<file path="src/rtl/matrix_operand_fetch.sv">
// matrix_operand_fetch
// Reads general registers R0..R7 one per cycle through a register-file read
// port and packs them into the 32-bit operands A (R0..R3) and B (R4..R7)
// for the 2x2 8-bit matrix multiplier. When the last byte is captured it
// pulses operands_valid for one cycle. The fetch holds its position while
// the result write-back unit is busy.

module matrix_operand_fetch (
    input  logic        clk,
    input  logic        reset,
    input  logic        is_matrix_mult,
    input  logic        matrix_write_in_progress,
    input  logic [7:0]  rddata,
    output logic [2:0]  rdreg,
    output logic [31:0] A,
    output logic [31:0] B,
    output logic        operands_valid,
    output logic        busy
);

    localparam logic [0:0] ST_IDLE  = 1'b0;
    localparam logic [0:0] ST_FETCH = 1'b1;

    logic [0:0]  state_q, state_d;
    logic [2:0]  read_counter_q, read_counter_d;
    logic [2:0]  rdreg_q, rdreg_d;
    logic [63:0] operands_q, operands_d;   // {B, A}, byte k holds Rk
    logic        valid_q, valid_d;
    logic        busy_q, busy_d;

    logic        capture;
    logic        last_byte;
    logic [7:0]  byte_sel;

    // A byte is taken only while fetching and the write-back unit is idle.
    assign capture   = (state_q == ST_FETCH) && !matrix_write_in_progress;
    assign last_byte = (read_counter_q == 3'd7);

    // One byte lane per register: lane gi loads rddata when the counter
    // points at it, otherwise it keeps its previous contents so A/B stay
    // stable between fetches.
    genvar gi;
    generate
        for (gi = 0; gi < 8; gi++) begin : g_lane
            assign byte_sel[gi] = capture && (read_counter_q == 3'(gi));
            assign operands_d[gi*8 +: 8] = byte_sel[gi] ? rddata
                                                        : operands_q[gi*8 +: 8];
        end
    endgenerate

    // Next-state logic for the IDLE/FETCH sequencer and its counters.
    always_comb begin
        state_d        = state_q;
        read_counter_d = read_counter_q;
        rdreg_d        = rdreg_q;
        busy_d         = busy_q;
        valid_d        = 1'b0;    // the pulse always drops after one cycle

        case (state_q)
            ST_IDLE: begin
                read_counter_d = 3'd0;
                rdreg_d        = 3'd0;
                busy_d         = 1'b0;
                if (is_matrix_mult) begin
                    state_d = ST_FETCH;
                    busy_d  = 1'b1;
                end
            end
            ST_FETCH: begin
                // Requests arriving here are dropped, not queued.
                if (capture) begin
                    if (last_byte) begin
                        state_d        = ST_IDLE;
                        read_counter_d = 3'd0;
                        rdreg_d        = 3'd0;
                        busy_d         = 1'b0;
                        valid_d        = 1'b1;
                    end else begin
                        read_counter_d = read_counter_q + 3'd1;
                        rdreg_d        = rdreg_q + 3'd1;
                    end
                end
            end
            default: begin
                state_d        = ST_IDLE;
                read_counter_d = 3'd0;
                rdreg_d        = 3'd0;
                busy_d         = 1'b0;
            end
        endcase
    end

    // State registers; reset is asynchronous so a mid-fetch abort clears
    // every output immediately and discards the partial operands.
    always_ff @(posedge clk or negedge reset) begin
        if (!reset) begin
            state_q        <= ST_IDLE;
            read_counter_q <= 3'd0;
            rdreg_q        <= 3'd0;
            operands_q     <= 64'd0;
            valid_q        <= 1'b0;
            busy_q         <= 1'b0;
        end else begin
            state_q        <= state_d;
            read_counter_q <= read_counter_d;
            rdreg_q        <= rdreg_d;
            operands_q     <= operands_d;
            valid_q        <= valid_d;
            busy_q         <= busy_d;
        end
    end

    assign rdreg          = rdreg_q;
    assign A              = operands_q[31:0];
    assign B              = operands_q[63:32];
    assign operands_valid = valid_q;
    assign busy           = busy_q;

endmodule

</file>
<file path="config.mk">
export PLATFORM = sky130hd
export DESIGN_NAME = matrix_operand_fetch
export DESIGN_NICKNAME = d
export VERILOG_FILES = /design/src/rtl/matrix_operand_fetch.sv
export SDC_FILE = /design/constraint.sdc
export NUM_CORES = 1
export LEC_CHECK = 0
export CAP_MARGIN = 20
export CORE_UTILIZATION = 50
export CTS_BUF_LIST = sky130_fd_sc_hd__clkbuf_2 sky130_fd_sc_hd__clkbuf_4 sky130_fd_sc_hd__clkbuf_8
export CTS_CLUSTER_DIAMETER = 30
export CTS_CLUSTER_SIZE = 14
export DETAILED_ROUTE_END_ITERATION = 7
export HOLD_SLACK_MARGIN = 0.15
export PLACE_DENSITY = 0.85
export REMOVE_ABC_BUFFERS = 1
export SETUP_SLACK_MARGIN = 0.15
export SLEW_MARGIN = 20
export SYNTH_ARGS = -nofsm -noshare
export SYNTH_HDL_FRONTEND = slang
export SYNTH_SLANG_ARGS = --single-unit
</file>
<file path="constraint.sdc">
create_clock -name clk -period 2 [get_ports clk]
set_input_delay 0.5 -clock clk [delete_from_list [all_inputs] [get_ports clk]]
set_output_delay 0.5 -clock clk [all_outputs]
set_load 0.05 [all_outputs]
</file>
# Yosys cells after proc, flatten, opt, wreduce, memory -nomap -nowiden
# Cells that the tools add are included.
# op_classes
add_sub_neg	2
eq_ne	9
muxes	16
bitwise	1
n_reduce_logical	12
# ops
operator	count
equality test 3 bit, second input constant	4
2-to-1 mux 3 bit	4
case mux 3 bit (2 select lines)	2
logical AND 1 bit	9
2-to-1 mux 1 bit	8
adder 3 x 1 -> 3 bit, second input constant	2
equality test 3 x 2 -> 1 bit, second input constant	2
inequality test 2 x 1 -> 1 bit, second input constant	2
case mux 1 bit (2 select lines)	2
equality test 3 x 1 -> 1 bit, second input constant	1
logical NOT 3 bit	1
AND reduction 2 bit	1
logical NOT 1 bit	1
inverter 1 bit	1
# totals
reg_bits	73
in_bits	12
out_inout_bits	69
elab_cells	53

# Longest topological paths before layout
# Gate-level depths: netlist of run 1.
# logic_depth
depth_word	4
depth_mapped	5
depth_no_buf	4

# Least setup slack after synthesis of run 1
# OpenSTA, ideal clock, no wires.
# synth_path
kind	reg2reg
start	register read_counter_q[0]
end	register operands_q[56]
t_arrival_ns	1.465
t_required_ns	1.875
slack_ns	0.411
path_stages_with_launch	6
path_buffers	1
cell_sequence	dfrtp_1 ha_1 ha_1 nand3b_1 buf_2 mux2_2
# synth_between
elab_chain_cells	2
# synth_rtl
item	line_no	rtl
start, declared	25	logic [2:0] read_counter_q, read_counter_d;
start signal, assigned	105	read_counter_q <= read_counter_d;
equality test 3 bit	45	assign byte_sel[gi] = capture && (read_counter_q == 3'(gi));
logical AND 1 bit	45	
end signal, assigned	107	operands_q <= operands_d;
end, declared	27	logic [63:0] operands_q, operands_d;
# No other way between the ends.
# A chain may end at the register's enable or synchronous reset.

# Worst setup path after layout of run 1
# layout_path
start	register read_counter_q[0]
end	register operands_q[59]
# The elaborated chain is that of the path after synthesis.

==> summary.log, run 1 <==
[job] max-cap violation count 0
[clock_network] Max Root-Sink Buffers 2
[route] total DRC errors in the routed layout 0
[timing] Least-Margin Pin Slew 507 ps
[grt] pin count of the biggest net entering global routing 37
[final_layout] Nets 307
[route] starting DRC count in detailed routing 100
[route] via count 1,913
[die] floorplan die width 79.3 µm
[setup_path] maximum fanout along the worst path 8
[logic_synthesis] Synth warnings 0
[route] Routed met1 length 2.93 mm
[final_layout] layout cell share with drive strength beyond 1 40.3%
[setup_path] worst reg-to-reg setup slack 230 ps
[clock_network] clock latency at the later pin of the worst-skew pair 340 ps
[timing] setup TNS after final layout 0 ps
[setup_path] capture point of the critical path operands_q[59]
[setup_path] Setup Crit Path Kind register to register
[clock_network] number of buffers added by the clock tree synthesis step 9
[route] post-detailed-route via-to-cell ratio 5.24
[setup_path] critical-path cell with the highest stage delay sky130_fd_sc_hd__dfrtp_1
[logic_synthesis] Netlist Area Pre-Place 0.00299 mm²
[setup_path] type of element capturing the critical path register
[clock_network] count of clock tree sinks 73
[clock_network] H-Tree Level Count 3
[final_layout] total area of multi-input combinational cells 0.00110 mm²
[logic_synthesis] ranking of synthesized cells by area sky130_fd_sc_hd__dfrtp_1 (61%), sky130_fd_sc_hd__mux2_2 (20%), sky130_fd_sc_hd__mux2_1 (4.1%), sky130_fd_sc_hd__ha_1 (2.9%), sky130_fd_sc_hd__nand4b_4 (2.4%)
[timing] min cycle time layout 1770 ps
[timing] setup violators final 0
[grt] antenna violations before repair 0
[setup_path] critical path buffer and inverter count 1
[die] Die Area 0.00629 mm²
[route] total iterations of the first detailed-routing run 4
[setup_path] worst stage delay on the critical path 440 ps
[grt] first-pass GRT wire length 10.4 mm
[route] Max Used Layer met4
[logic_synthesis] mean area per synthesized cell 15.8 µm²
[grt] total track usage 22.8%
[setup_path] kind of cell adding the most delay to the critical path adder cells
[final_layout] antenna diode instance count 0
[logic_synthesis] number of unique standard cell types used by synthesis 25
[route] wire length per cell 17.8 µm
[hold_path] class of the tightest hold or removal check register to register
[setup_path] required time at the worst-slack endpoint 2230 ps
[final_layout] number of filler cells placed in the layout 375
[die] starting density of the core 53.0%
[die] count of standard-cell rows 27
[logic_synthesis] Synth Flop Type sky130_fd_sc_hd__dfrtp_1
[logic_synthesis] fraction of synthesized cell area taken by the top area cell type 61.1%
[timing] max_slew headroom 66.3%
[clock_network] cell at the root of the clock tree sky130_fd_sc_hd__clkbuf_8
[timing] largest clock skew in the final design 7.29 ps
[timing] post-route worst setup slack 234 ps
[logic_synthesis] synthesized flop and latch total 73
[outcome] status finished, final reports clean
[timing] total count of hold-check failures in the final report 0
[timing] final critical-path share of the clock period 88.3%
[route] Post-DRT Antenna Nets 0
[route] WL final 6.51 mm
[placed_design] HPWL Detailed 4.49 mm
[grt] via count of the first global-routing pass 1,992
[timing] max-slew violation count 0
[die] vertical die dimension 79.3 µm
[final_layout] total area of sequential cells 0.00183 mm²
[placed_design] quantity of I/O buffers inserted on ports 80
[placed_design] worst slack after detailed placement -68.8 ps
[final_layout] Layout Area Growth over Synthesis 36.2%
[logic_synthesis] share of synthesized registers carrying an async set or reset 100%
[timing] Fmax achieved 566 MHz
[logic_synthesis] cell type with the largest total area after synthesis sky130_fd_sc_hd__dfrtp_1
[clock_network] clock slew at reported path FFs 70 ps
[setup_path] CP cell instances ha_1 > ha_2 > nand3b_1 > buf_4 > mux2_2
[setup_path] number of logic stages on the critical path including buffering 5
[logic_synthesis] number of cells produced by synthesis 189
[setup_path] startpoint type of the worst setup path register
[die] I/O pins 81
[timing] RSZ-0062 raised after global routing no
[setup_path] worst setup path startpoint read_counter_q[0]
[clock_network] clock tree from TritonCTS done
[placed_design] Placed Cells incl. Taps 348
[logic_synthesis] EDFF count, synth 0
[grt] total grt overflow 0
[die] area of the core region 0.00564 mm²
[placed_design] Final GP Congestion 0.744
[setup_path] FF-to-FF End operands_q[59]
[setup_path] source of the worst register-to-register timing path read_counter_q[0]
[route] detailed-routed wire length on met3 357 µm
[route] DR WL met2 3.13 mm
[setup_path] R2R depth 5
[setup_path] worst endpoint data arrival time 1990 ps
[final_layout] filler-free cell count of the finished design 365
[logic_synthesis] sequential cell area fraction in the yosys report 61.1%
[clock_network] post-CTS setup buffer count 0
-- Yosys cell counts (2+ instances only) --
| cell type | number |
|---|---|
| sky130_fd_sc_hd__nand4b_4 | 3 |
| sky130_fd_sc_hd__buf_4 | 5 |
| sky130_fd_sc_hd__inv_1 | 5 |
| sky130_fd_sc_hd__or3b_2 | 2 |
| sky130_fd_sc_hd__mux2_2 | 53 |
| sky130_fd_sc_hd__nor4bb_1 | 2 |
| sky130_fd_sc_hd__mux2_1 | 11 |
| sky130_fd_sc_hd__a21boi_0 | 5 |
| sky130_fd_sc_hd__buf_2 | 3 |
| sky130_fd_sc_hd__nand2_1 | 6 |
| sky130_fd_sc_hd__ha_1 | 7 |
| sky130_fd_sc_hd__dfrtp_1 | 73 |
| sky130_fd_sc_hd__or3_1 | 2 |
-- per-stage QoR --
step	utilization (%)	hold slack (ps)	instance area, µm²
after global routing	72.1	516	4070
after CTS	71.9	488	4060
final	72.1	482	4070
after floorplan	-	204	2920
after global placement	69.2	382	3900
after detailed placement	69.2	386	3900
-- metal layers --
| layer | up-vias | GRT usage, % |
|---|---|---|
| li1 | 879 | - |
| met1 | 970 | 30.7 |
| met2 | 56 | 35.3 |
| met3 | 8 | 6.09 |
| met4 | 0 | 8.55 |
| met5 | - | 0 |
-- layout make-up --
type                            instances  share of cell area, %
Clock buffer                           12                   3.75
Clock inverter                          4                   1.29
Inverter                                5                  0.461
Multi-Input combinational cell        102                   27.1
Sequential cell                        73                   44.9
Tap cell                               72                   2.21
Timing Repair Buffer                   97                   20.3
-- state kept, by name, indices dropped and copies added, names as in the netlist --
register        cells
operands_q         64
rdreg               3
read_counter_q      3
busy                1
operands_valid      1
state_q             1
-- what timing repair did --
item	CTS	global route
cloned	0	0
resized for setup	47	2
endpoints found under the setup margin	47	16
hold buffers	1	0
pin swaps	0	2
endpoints found under the hold margin	16	0
-- cells by family after synthesis --
kind of cell	after synthesis	share of synthesized area (%)
flip-flops	73	61.1
buffers and inverters	14	2.76
multiplexers	64	24.1
adder cells (fa/ha/maj)	7	2.93
AO/OA/AOI/OAI	8	2.01
AND/OR/NAND/NOR	23	7.04
-- layout by cell type (no fill, tap or decap), types with 3 or more instances in the layout --
master and instances:
sky130_fd_sc_hd__a21boi_0 5, sky130_fd_sc_hd__buf_4 38, sky130_fd_sc_hd__clkbuf_8 10, sky130_fd_sc_hd__clkdlybuf4s50_1 10
sky130_fd_sc_hd__dfrtp_1 73, sky130_fd_sc_hd__dlygate4sd2_1 47, sky130_fd_sc_hd__ha_1 6, sky130_fd_sc_hd__inv_1 5
sky130_fd_sc_hd__mux2_1 11, sky130_fd_sc_hd__mux2_2 53, sky130_fd_sc_hd__nand2_1 6, sky130_fd_sc_hd__nand4b_4 3
-- how the worst min path moves through the flow --
stage	from	end	slack [ps]	cells after the start
CTS	operands_q[13]	operands_q[13]	490	1
finish	operands_q[13]	operands_q[13]	480	1
floorplan	reset	busy	200	0
global placement	reset	rdreg[2]	380	1
detailed placement	reset	rdreg[2]	390	1
global route	operands_q[5]	operands_q[5]	520	1
Power of run 1 is not shown: default switching activity piles up to over one toggle a cycle in this logic, so the estimate is an artifact.
==> run 2: changes to the inputs <==
--- a/config.mk
+++ b/config.mk
@@ -6,6 +6,7 @@
 export NUM_CORES = 1
 export LEC_CHECK = 0
 export CAP_MARGIN = 20
+export CORE_MARGIN = 4
 export CORE_UTILIZATION = 50
 export CTS_BUF_LIST = sky130_fd_sc_hd__clkbuf_2 sky130_fd_sc_hd__clkbuf_4 sky130_fd_sc_hd__clkbuf_8
 export CTS_CLUSTER_DIAMETER = 30
==> summary.log, run 2 (synthesis gave the netlist of run 1 again) <==
[outcome] status finished, final reports clean
[route] post-detailed-route via-to-cell ratio 5.24
[die] floorplan die width 85.3 µm
[timing] Least-Margin Pin Slew 519 ps
[final_layout] Post-Layout Inst Area 0.00408 mm²
[grt] antenna violations before repair 0
[die] area of the core region 0.00564 mm²
[final_layout] most used cells in the layout excluding fill and tap cells sky130_fd_sc_hd__dfrtp_1 (72), sky130_fd_sc_hd__buf_4 (56), sky130_fd_sc_hd__mux2_2 (53), sky130_fd_sc_hd__dlygate4sd2_1 (30), sky130_fd_sc_hd__mux2_1 (11)
[clock_network] clock latency at the later pin of the worst-skew pair 350 ps
[route] total iterations of the first detailed-routing run 4
[die] Die Area 0.00728 mm²
[grt] global-route layer with the greatest usage met2
[route] WL final 6.68 mm
[setup_path] worst setup path startpoint read_counter_q[0]
[clock_network] clock tree from TritonCTS done
[clock_network] H-Tree Level Count 3
[timing] total count of hold-check failures in the final report 0
[timing] max_slew headroom 65.6%
[setup_path] maximum fanout along the worst path 8
[grt] total grt overflow 0
[placed_design] Final GP Congestion 0.729
[setup_path] type of element capturing the critical path register
[clock_network] Max Root-Sink Buffers 2
[timing] post-route worst setup slack 244 ps
[setup_path] FF-to-FF End operands_q[22]
[die] count of standard-cell rows 27
[timing] final critical-path share of the clock period 87.8%
[timing] Fmax achieved 570 MHz
[die] vertical die dimension 85.3 µm
[grt] total track usage 19.5%
[timing] RSZ-0062 raised after global routing no
[timing] setup violators final 0
[setup_path] worst reg-to-reg setup slack 240 ps
[route] total DRC errors in the routed layout 0
[job] max-cap violation count 0
[final_layout] flip-flop count of the largest register after layout 64
[clock_network] clock slew at reported path FFs 80 ps
[clock_network] post-CTS setup buffer count 0
[grt] met2 track demand over resource in global routing 31.2%
[die] I/O pins 81
[final_layout] Nets 309
[final_layout] Largest Register operands_q
[final_layout] antenna diode instance count 0
[setup_path] Setup Crit Path Kind register to register
[grt] met1 demand-to-capacity share in global routing 24.8%
[setup_path] worst endpoint data arrival time 1990 ps
[clock_network] number of buffers added by the clock tree synthesis step 9
[placed_design] worst slack after detailed placement -115 ps
[final_layout] layout cell share with drive strength beyond 1 46.8%
[setup_path] startpoint type of the worst setup path register
[clock_network] cell at the root of the clock tree sky130_fd_sc_hd__clkbuf_8
[setup_path] R2R depth 5
[placed_design] post-place instance area 0.00387 mm²
[grt] pin count of the biggest net entering global routing 38
[clock_network] count of clock tree sinks 73
[setup_path] required time at the worst-slack endpoint 2230 ps
[setup_path] capture point of the critical path operands_q[22]
[grt] first-pass GRT wire length 10.8 mm
[final_layout] Layout Area Growth over Synthesis 36.4%
[route] Post-DRT Antenna Nets 0
[timing] min cycle time layout 1760 ps
[setup_path] source of the worst register-to-register timing path read_counter_q[0]
[final_layout] final core utilization 72.3%
[hold_path] class of the tightest hold or removal check register to register
[timing] largest clock skew in the final design 5.14 ps
[grt] via count of the first global-routing pass 2,050
[grt] met3 track demand over resource in global routing 7.67%
[route] starting DRC count in detailed routing 70
[final_layout] commonest non-fill, non-tap cell in the layout sky130_fd_sc_hd__dfrtp_1
[placed_design] quantity of I/O buffers inserted on ports 80
[route] via count 1,923
[route] wire length per cell 18.2 µm
[placed_design] HPWL Detailed 4.78 mm
[die] starting density of the core 53.0%
[timing] max-slew violation count 0
[run 2: final cells by class]
cell class	count	area, µm²
inverter	5	18.8
timing repair buffer	99	825
clock buffer	10	138
tap	72	90.1
multi-input combinational	102	1110
fill	404	1570
clock inverter	6	66.3
sequential	73	1830
[run 2: critical path, stage by stage (launching register included)]
cell	delay [ps]
sky130_fd_sc_hd__dfrtp_2	440
sky130_fd_sc_hd__inv_1	100
sky130_fd_sc_hd__ha_1	230
sky130_fd_sc_hd__nor4bb_4	330
sky130_fd_sc_hd__buf_6	190
sky130_fd_sc_hd__mux2_2	350
[run 2: metal layers]
metal,vias to the layer above,part of all wire [%]
li1,874,-
met1,977,44
met2,64,48
met3,8,6.9
met4,0,0.96
met5,-,0
[run 2: how the worst min path moves through the flow]
stage,from,end,cells past startpoint
3_5_place_dp,operands_q[13],operands_q[13],1
4_1_cts,operands_q[2],operands_q[2],1
6_report,operands_q[13],operands_q[13],1
3_3_place_gp,operands_q[13],operands_q[13],1
2_1_floorplan,reset,busy,0
5_1_grt,operands_q[63],operands_q[63],1
[run 2: timing repair]
action / CTS / global route
hold endpoints to repair: 36 / 0
hold buffers: 1 / 0
gates resized for setup: 30 / 5
pin swaps: 0 / 0
endpoints found under the setup margin: 30 / 25
gates cloned: 0 / 0
[run 2: through the flow]
stage	setup TNS, ps	hold slack (ps)	cells
floorplan	-2270	204	180
finish	0	498	367
detailed placement	-1760	479	350
global route	0	513	367
CTS	0	503	367
global placement	-883	474	350
Power of run 2 is left out for the same reason.
